`src/rtl/chess_pkg.sv`:
```
// ----------------------------------------------------------------------------
// chess_pkg
//   Shared encodings for the chess-clock turn controller:
//     - FSM state codes (plain logic constants so legacy code can compare
//       against them directly)
//     - WINNER output codes
//     - move counter width
// ----------------------------------------------------------------------------
package chess_pkg;

    typedef logic [2:0] state_t;

    localparam state_t ST_IDLE   = 3'd0;
    localparam state_t ST_RUN_P1 = 3'd1;
    localparam state_t ST_RUN_P2 = 3'd2;
    localparam state_t ST_PAUSED = 3'd3;
    localparam state_t ST_OVER   = 3'd4;

    localparam logic [1:0] WIN_NONE = 2'b00;
    localparam logic [1:0] WIN_P1   = 2'b01;
    localparam logic [1:0] WIN_P2   = 2'b10;

    localparam int unsigned CNT_W = 10;

endpackage

```
`src/rtl/edge_capture.sv`:
```
// ----------------------------------------------------------------------------
// edge_capture
//   Rising-edge detector on a debounced, CLK-synchronous button level,
//   followed by a sticky pending bit.
//   Ports:
//     CLK      in   system clock
//     CLR      in   asynchronous active-high reset (clears prev and pending)
//     btn      in   button level
//     consume  in   clears the pending bit on this edge
//     pending  out  a rising edge has been seen and not yet consumed
// ----------------------------------------------------------------------------
module edge_capture (
    input  logic CLK,
    input  logic CLR,
    input  logic btn,
    input  logic consume,
    output logic pending
);

    logic prev;
    logic rise;

    assign rise = btn & ~prev;

    // A rise on the consuming edge wins over the clear, so a press that
    // coincides with consumption is kept for the next CE cycle.
    always_ff @(posedge CLK or posedge CLR) begin
        if (CLR) begin
            prev    <= 1'b0;
            pending <= 1'b0;
        end else begin
            prev    <= btn;
            pending <= rise | (pending & ~consume);
        end
    end

endmodule

```
`src/rtl/turn_controller.sv`:
```
// ----------------------------------------------------------------------------
// turn_controller
//   Chess-clock game/turn sequencer. Captures button presses into pending
//   bits, then on each CE=1 edge advances the game FSM
//   (IDLE, RUN_P1, RUN_P2, PAUSED, OVER). All outputs are registered.
//   Parameters:
//     INC_EN     1 = pulse INC_Px to the player who just completed a move
//     MAX_MOVES  saturation value of MOVE_CNT
//   Ports:
//     CLK, CLR             clock, asynchronous active-high reset
//     CE                   processing strobe
//     BTN_P1, BTN_P2       player move buttons
//     BTN_START, BTN_NEW   start/pause/resume, new game
//     ZERO_P1, ZERO_P2     player time-expired flags
//     SELECT               active player (0 = P1, 1 = P2)
//     STOP                 clocks halted
//     END                  game finished
//     WINNER               00 none, 01 P1, 10 P2
//     MOVE_CNT             completed full moves
//     INC_P1, INC_P2       one-cycle increment pulses
//     LOAD                 one-cycle reload pulse for both player counters
// ----------------------------------------------------------------------------
module turn_controller
    import chess_pkg::*;
#(
    parameter int INC_EN    = 1,
    parameter int MAX_MOVES = 999
) (
    input  logic             CLK,
    input  logic             CLR,
    input  logic             CE,
    input  logic             BTN_P1,
    input  logic             BTN_P2,
    input  logic             BTN_START,
    input  logic             BTN_NEW,
    input  logic             ZERO_P1,
    input  logic             ZERO_P2,
    output logic             SELECT,
    output logic             STOP,
    output logic             END,
    output logic [1:0]       WINNER,
    output logic [CNT_W-1:0] MOVE_CNT,
    output logic             INC_P1,
    output logic             INC_P2,
    output logic             LOAD
);

    localparam logic             INC_ON  = (INC_EN != 0);
    localparam logic [CNT_W-1:0] MAX_CNT = CNT_W'(MAX_MOVES);

    state_t state;
    logic   pend_p1;
    logic   pend_p2;
    logic   pend_start;
    logic   pend_new;

    // Every pending bit is consumed on each CE cycle, acted on or not.
    edge_capture u_cap_p1 (
        .CLK     (CLK),
        .CLR     (CLR),
        .btn     (BTN_P1),
        .consume (CE),
        .pending (pend_p1)
    );

    edge_capture u_cap_p2 (
        .CLK     (CLK),
        .CLR     (CLR),
        .btn     (BTN_P2),
        .consume (CE),
        .pending (pend_p2)
    );

    edge_capture u_cap_start (
        .CLK     (CLK),
        .CLR     (CLR),
        .btn     (BTN_START),
        .consume (CE),
        .pending (pend_start)
    );

    edge_capture u_cap_new (
        .CLK     (CLK),
        .CLR     (CLR),
        .btn     (BTN_NEW),
        .consume (CE),
        .pending (pend_new)
    );

    // Within a CE cycle: active ZERO flag, then NEW, then the active
    // player's move button, then START. Buttons that have no meaning in the
    // current state are treated as absent.
    always_ff @(posedge CLK or posedge CLR) begin
        if (CLR) begin
            state    <= ST_IDLE;
            SELECT   <= 1'b0;
            STOP     <= 1'b1;
            END      <= 1'b0;
            WINNER   <= WIN_NONE;
            MOVE_CNT <= '0;
            INC_P1   <= 1'b0;
            INC_P2   <= 1'b0;
            LOAD     <= 1'b0;
        end else begin
            // Pulses last one CLK cycle regardless of CE.
            INC_P1 <= 1'b0;
            INC_P2 <= 1'b0;
            LOAD   <= 1'b0;
            if (CE) begin
                case (state)
                    ST_IDLE: begin
                        if (pend_start) begin
                            state <= ST_RUN_P1;
                            STOP  <= 1'b0;
                        end
                    end
                    ST_RUN_P1: begin
                        if (ZERO_P1) begin
                            state  <= ST_OVER;
                            STOP   <= 1'b1;
                            END    <= 1'b1;
                            WINNER <= WIN_P2;
                        end else if (pend_p1) begin
                            state  <= ST_RUN_P2;
                            SELECT <= 1'b1;
                            INC_P1 <= INC_ON;
                        end else if (pend_start) begin
                            state <= ST_PAUSED;
                            STOP  <= 1'b1;
                        end
                    end
                    ST_RUN_P2: begin
                        if (ZERO_P2) begin
                            state  <= ST_OVER;
                            STOP   <= 1'b1;
                            END    <= 1'b1;
                            WINNER <= WIN_P1;
                        end else if (pend_p2) begin
                            state  <= ST_RUN_P1;
                            SELECT <= 1'b0;
                            INC_P2 <= INC_ON;
                            if (MOVE_CNT < MAX_CNT) begin
                                MOVE_CNT <= MOVE_CNT + 1'b1;
                            end
                        end else if (pend_start) begin
                            state <= ST_PAUSED;
                            STOP  <= 1'b1;
                        end
                    end
                    ST_PAUSED: begin
                        if (pend_new) begin
                            state    <= ST_IDLE;
                            SELECT   <= 1'b0;
                            STOP     <= 1'b1;
                            END      <= 1'b0;
                            WINNER   <= WIN_NONE;
                            MOVE_CNT <= '0;
                            LOAD     <= 1'b1;
                        end else if (pend_start) begin
                            // SELECT was held through the pause, so it
                            // names the player whose clock resumes.
                            state <= SELECT ? ST_RUN_P2 : ST_RUN_P1;
                            STOP  <= 1'b0;
                        end
                    end
                    ST_OVER: begin
                        if (pend_new) begin
                            state    <= ST_IDLE;
                            SELECT   <= 1'b0;
                            STOP     <= 1'b1;
                            END      <= 1'b0;
                            WINNER   <= WIN_NONE;
                            MOVE_CNT <= '0;
                            LOAD     <= 1'b1;
                        end
                    end
                    default: begin
                        state  <= ST_IDLE;
                        SELECT <= 1'b0;
                        STOP   <= 1'b1;
                        END    <= 1'b0;
                        WINNER <= WIN_NONE;
                    end
                endcase
            end
        end
    end

endmodule

```
`config.mk`:
```
export PLATFORM = sky130hd
export DESIGN_NAME = turn_controller
export DESIGN_NICKNAME = d
export VERILOG_FILES = /design/src/rtl/chess_pkg.sv /design/src/rtl/edge_capture.sv /design/src/rtl/turn_controller.sv
export SDC_FILE = /design/constraint.sdc
export NUM_CORES = 1
export LEC_CHECK = 0
export CAP_MARGIN = 20
export CELL_PAD_IN_SITES_DETAIL_PLACEMENT = 0
export CELL_PAD_IN_SITES_GLOBAL_PLACEMENT = 2
export CORE_MARGIN = 4
export CORE_UTILIZATION = 32
export DETAILED_ROUTE_END_ITERATION = 10
export GPL_TIMING_DRIVEN = 0
export PLACE_DENSITY = 0.75
export SYNTH_ARGS = -nofsm -noshare
export SYNTH_HDL_FRONTEND = slang
export SYNTH_SLANG_ARGS = --single-unit
```
`constraint.sdc`:
```
create_clock -name CLK -period 2.2 [get_ports CLK]
set_input_delay 0.44 -clock CLK [delete_from_list [all_inputs] [get_ports CLK]]
set_output_delay 0.44 -clock CLK [all_outputs]
set_load 0.02 [all_outputs]
```
* Word-level counts from Yosys, hierarchy flattened
Cells that the tools add are included.
** Storage, ports and cells
- Register bits after elaboration :: 29
- Output and inout bits :: 18
- Word-level logic and storage cells :: 111
- Input port bits :: 9
** Operators by class
- Muxes and demuxes :: 49
- Bitwise gates (word level) :: 18
- Order comparisons :: 1
- Equal/unequal tests :: 17
- Reduce and logical (&&, ||, !) cells :: 8
- $add $sub $neg :: 1
** Operators with widths (count)
- $mux W10 :: 4
- $mux W3 :: 9
- $mux W1 :: 26
- $pmux W10 S2 :: 1
- $pmux W3 S5 :: 1
- $add A10 B1 Y10 const B :: 1
- $lt A10 B10 Y1 const B :: 1
- $ne A2 B1 Y1 const B :: 5
- $ne A2 B2 Y1 const B :: 5
- $and A1 B1 Y1 :: 8
- $mux W2 :: 4
- $pmux W1 S4 :: 2
- $pmux W2 S4 :: 1
- $reduce_and A4 Y1 :: 2
- $reduce_and A7 Y1 :: 1
- $eq A3 B2 Y1 const B :: 2
- $ne A3 B3 Y1 const B :: 2
- $not A1 Y1 :: 6
- $reduce_and A6 Y1 :: 1
- $pmux W1 S5 :: 1
- $reduce_and A5 Y1 :: 1
- $or A1 B1 Y1 :: 4
- $eq A3 B1 Y1 const B :: 1
- $eq A3 B3 Y1 const B :: 1
- 4 further kinds :: 4

* Longest topological paths before layout
- Depth after elaboration :: 5
- Gate-level depth with buffers :: 7
- Depth with buffers taken out :: 5

* Cells and area by module
From an unflattened synthesis, not the netlist that was laid out.
** Second synthesis, totals
- Cells, all modules :: 166
- Area, all modules :: 1619.1 um^2
** Modules (own cells, without submodules)
- turn_controller :: instances 1, cells an instance 142, area each 1323.8 um^2, sequential area each 526.8 um^2
- edge_capture :: instances 4, cells an instance 6, area each 73.8 um^2, sequential area each 50.0 um^2

* Worst setup path after synthesis
No wires, ideal clock.
- Path type :: flip-flop to flip-flop
- Start point :: register MOVE_CNT[0]
- End point :: register MOVE_CNT[5]
- Data arrival time :: 1.706 ns
- Setup time :: 0.125 ns
- Cell stages (with the launch flop) :: 6
- Clock period less this slack :: 1.830 ns
- Required time :: 2.075 ns
- Buffers on the path :: 0
- Setup slack :: 0.370 ns
- Path through :: dfrtp_1 ha_1 a211oi_1 nor3_1 nor4_1 mux2_2
** Between the ends
- Longest elaborated chain between the ends :: 5
- Elaborated cells on any way between the ends :: 8
- Classes of those cells :: add/sub (1); order compare (1); eq/ne (1); mux (4); reduce/logical (1)
** RTL lines
- start: declaration :: line turn_controller.sv:42 : output logic [CNT_W-1:0] MOVE_CNT,
- start signal: assignment :: line turn_controller.sv:143 : MOVE_CNT <= MOVE_CNT + 1'b1;
- $add A10 B1 Y10 :: line turn_controller.sv:143
- $mux W10 :: line turn_controller.sv:142 : if (MOVE_CNT < MAX_CNT) begin
- $mux W10 :: line turn_controller.sv:138 : end else if (pend_p2) begin
- $mux W10 :: line turn_controller.sv:133 : if (ZERO_P2) begin
- $pmux W10 S2 :: line turn_controller.sv:110 : case (state)
Parallel ways exist; a longest one is shown, timed or not. The select of a mux whose other input is x is not followed.
A chain may end at the register's enable or synchronous reset.

* Final worst setup path
- Start point :: register MOVE_CNT[0]
- End point :: register MOVE_CNT[7]
Same word-level chain as after synthesis.

==> reports/results.tsv <==
metric	value	unit
port bufs	25	
Synth area leader	dfrtp_1	
Fin Setup TNS	0	ns
total number of vias	1281	
Worst Path Max Fanout	6	
sequential element share of the synthesized area	0.4798	
CP required	2.36	ns
post-route ant nets	0	
fillcell total	434	
first-pass GRT wire length	6306	um
worst-path cell chain	ha_1 > a211oi_1 > nor3_1 > nor2_1 > a221o_1	
Post-synth top flop	dfrtp_1	
Max Cap Violations	0	
Max Transition Viols Final	0	
Num CTS Buffers	5	
ys async rst share	1.000	
Final Skew	0.006465	ns
CP Capture Type	flop	
GR Util All Layers	0.1358	
Die Ht	76.81	um
buffers and inverters on the worst path	0	
post-DR wirelength/cell	15.95	um
Vias/cell	5.428	
DRT Pass-1 Iters	4	
Hold Violations, Final	0	
Power Density	943.4	nW/um2
RD Place Congestion	0.7998	
Max Freq	488.2	MHz
Layout Nets	193	
CP arrival	2.21	ns
Placed Instance Area	1858	um2
deepest clock path buffer count	2	
Hold Crit Class	flop to flop	
Synth Register Bits	29	
crit-path leading delay family	simple AND/OR/NAND/NOR gates	
Post-synth EDFFs	0	
die area	5900	um2
Die Span X	76.81	um
leading registers by flop count	MOVE_CNT: 10 flops, state: 3 flops, WINNER: 2 flops	
Inst Count DP	228	
Yosys top cell area share	0.4624	
Mapped Nets	160	
VDD IR max	390.5	uV
initial core utilization	0.3386	
n_diodes	0	
area grow syn2layout	28.57	%
Synth top cells by count	dfrtp_1, inv_1, nor2_1	
Rows	24	
# DRC	0	
Worst Tran Pin Value	0.6994	ns
fin util	0.4354	
CTS tree	done	
Post-DP HPWL	2771	um
DR iter-0 viols	78	
Post-Layout Cell Count	236	
Avg Cell Area, Syn	10.10	um2
CTS Sinks	29	
cell area after layout	1948	um2
Crit-path slowest cell	nor3_1	
Cell Area, Synth	1515	um2
setup bufs post-CTS	0	
slowest stage delay, CP	0.53	ns
relative slew slack	0.5276	
number of flip-flops under the largest register name	10	
Tcrit/Tclk final	0.9311	
count leader, synth	dfrtp_1	
initial antenna violation count	0	
CTS resizes	0	
Reg clk slew, reported paths	0.06	ns
Tot Pwr	0.001838	W
Critical Path Start Type	flop	
min cycle time layout	2.048	ns
core area	4474	um2
Routed WL	3765	um
leakage	0.8345	nW
vias in the first global route	1225	
RSZ-0062 raised after global routing	no	
Synth area leaders	dfrtp_1, mux2_2, a221o_1, inv_1, o21ai_0	
H-tree lvl count	2	
warnings from Yosys	0	
final setup vio count	0	
GRT overflow	0	
layout cells sized above 1	0.1413	
pin count of the biggest net entering global routing	24	
post-synth cell types	44	
clk_lat worst skew	0.28	ns
Boundary Pins	27	
status	finished clean	
Syn Inst Count	150	
Setup CP Type	flop to flop	
clk root buf	clkbuf_8	
Top reg by flops	MOVE_CNT	
# hold bufs at CTS	0	
-- worst reg2reg max path: stages (launching register included) --
cell and delay, ns:
dfrtp_1 0.40, ha_1 0.29, a211oi_1 0.11, nor3_1 0.53, nor2_1 0.24, a221o_1 0.37
-- final cells by class --
class                      count  area, um2  share of cell area
clock buffer                   8      90.09             0.04624
sequential                    29      726.9              0.3732
tap                           52      65.06             0.03340
multi-input combinational    102      708.2              0.3635
buffer                         6      31.28             0.01606
timing repair buffer          26      277.8              0.1426
inverter                      13      48.80             0.02505
-- worst paths after layout --
kind | startpoint | end | slack, ns | cells past startpoint
min reg2reg | u_cap_start.prev | u_cap_start.pending | 0.42 | 1
min in group asynchronous | CLR | MOVE_CNT[4] | 0.44 | 2
max reg2reg | MOVE_CNT[0] | MOVE_CNT[7] | 0.15 | 5
max | MOVE_CNT[0] | MOVE_CNT[7] | 0.15 | 5
min | u_cap_start.prev | u_cap_start.pending | 0.42 | 1
max in group asynchronous | CLR | STOP | 1.23 | 3
-- routing by layer --
| metal | GRT usage | part of all wire |
|---|---|---|
| met3 | 0.04684 | 0.050 |
| met2 | 0.1977 | 0.44 |
| met5 | 0 | 0 |
| met1 | 0.1901 | 0.50 |
| met4 | 0.03804 | 0.0098 |
-- logic make-up after synthesis --
logic type,count (synthesis),synth area share
and+or+nand+nor,53,0.2015
AOI/OAI and AO/OA,38,0.1850
DFF,29,0.4798
buffers and inverters,19,0.05285
muxes,10,0.07267
adders and majority gates,1,0.008256
-- power breakdown --
group | internal (W) | switching [W]
Sequential | 0.000627 | 0.0000626
Clock | 0.000254 | 0.000187
Combinational | 0.000335 | 0.000371
-- through the flow --
step	setup slack [ns]	hold slack (ns)
3_5_place_dp	-0.08793	0.4110
2_1_floorplan	0.3697	0.3988
4_1_cts	0.1868	0.4180
3_3_place_gp	-0.08275	0.4038
5_1_grt	0.007205	0.4319
6_report	0.1516	0.4199
-- cell usage in the layout (no fill, tap or decap), drive strengths merged, types with 5 or more instances in the layout --
cell type and instances:
inv 13, mux2 8, o21ai 7, clkbuf 9, o22ai 5, a221o 5, nor2b 5, clkdlybuf4s50 25
dfrtp 28, nor2 10, nand3 5, buf 6, a21oi 7, nand2 7
No activity file was read; power rests on OpenSTA's default activity.
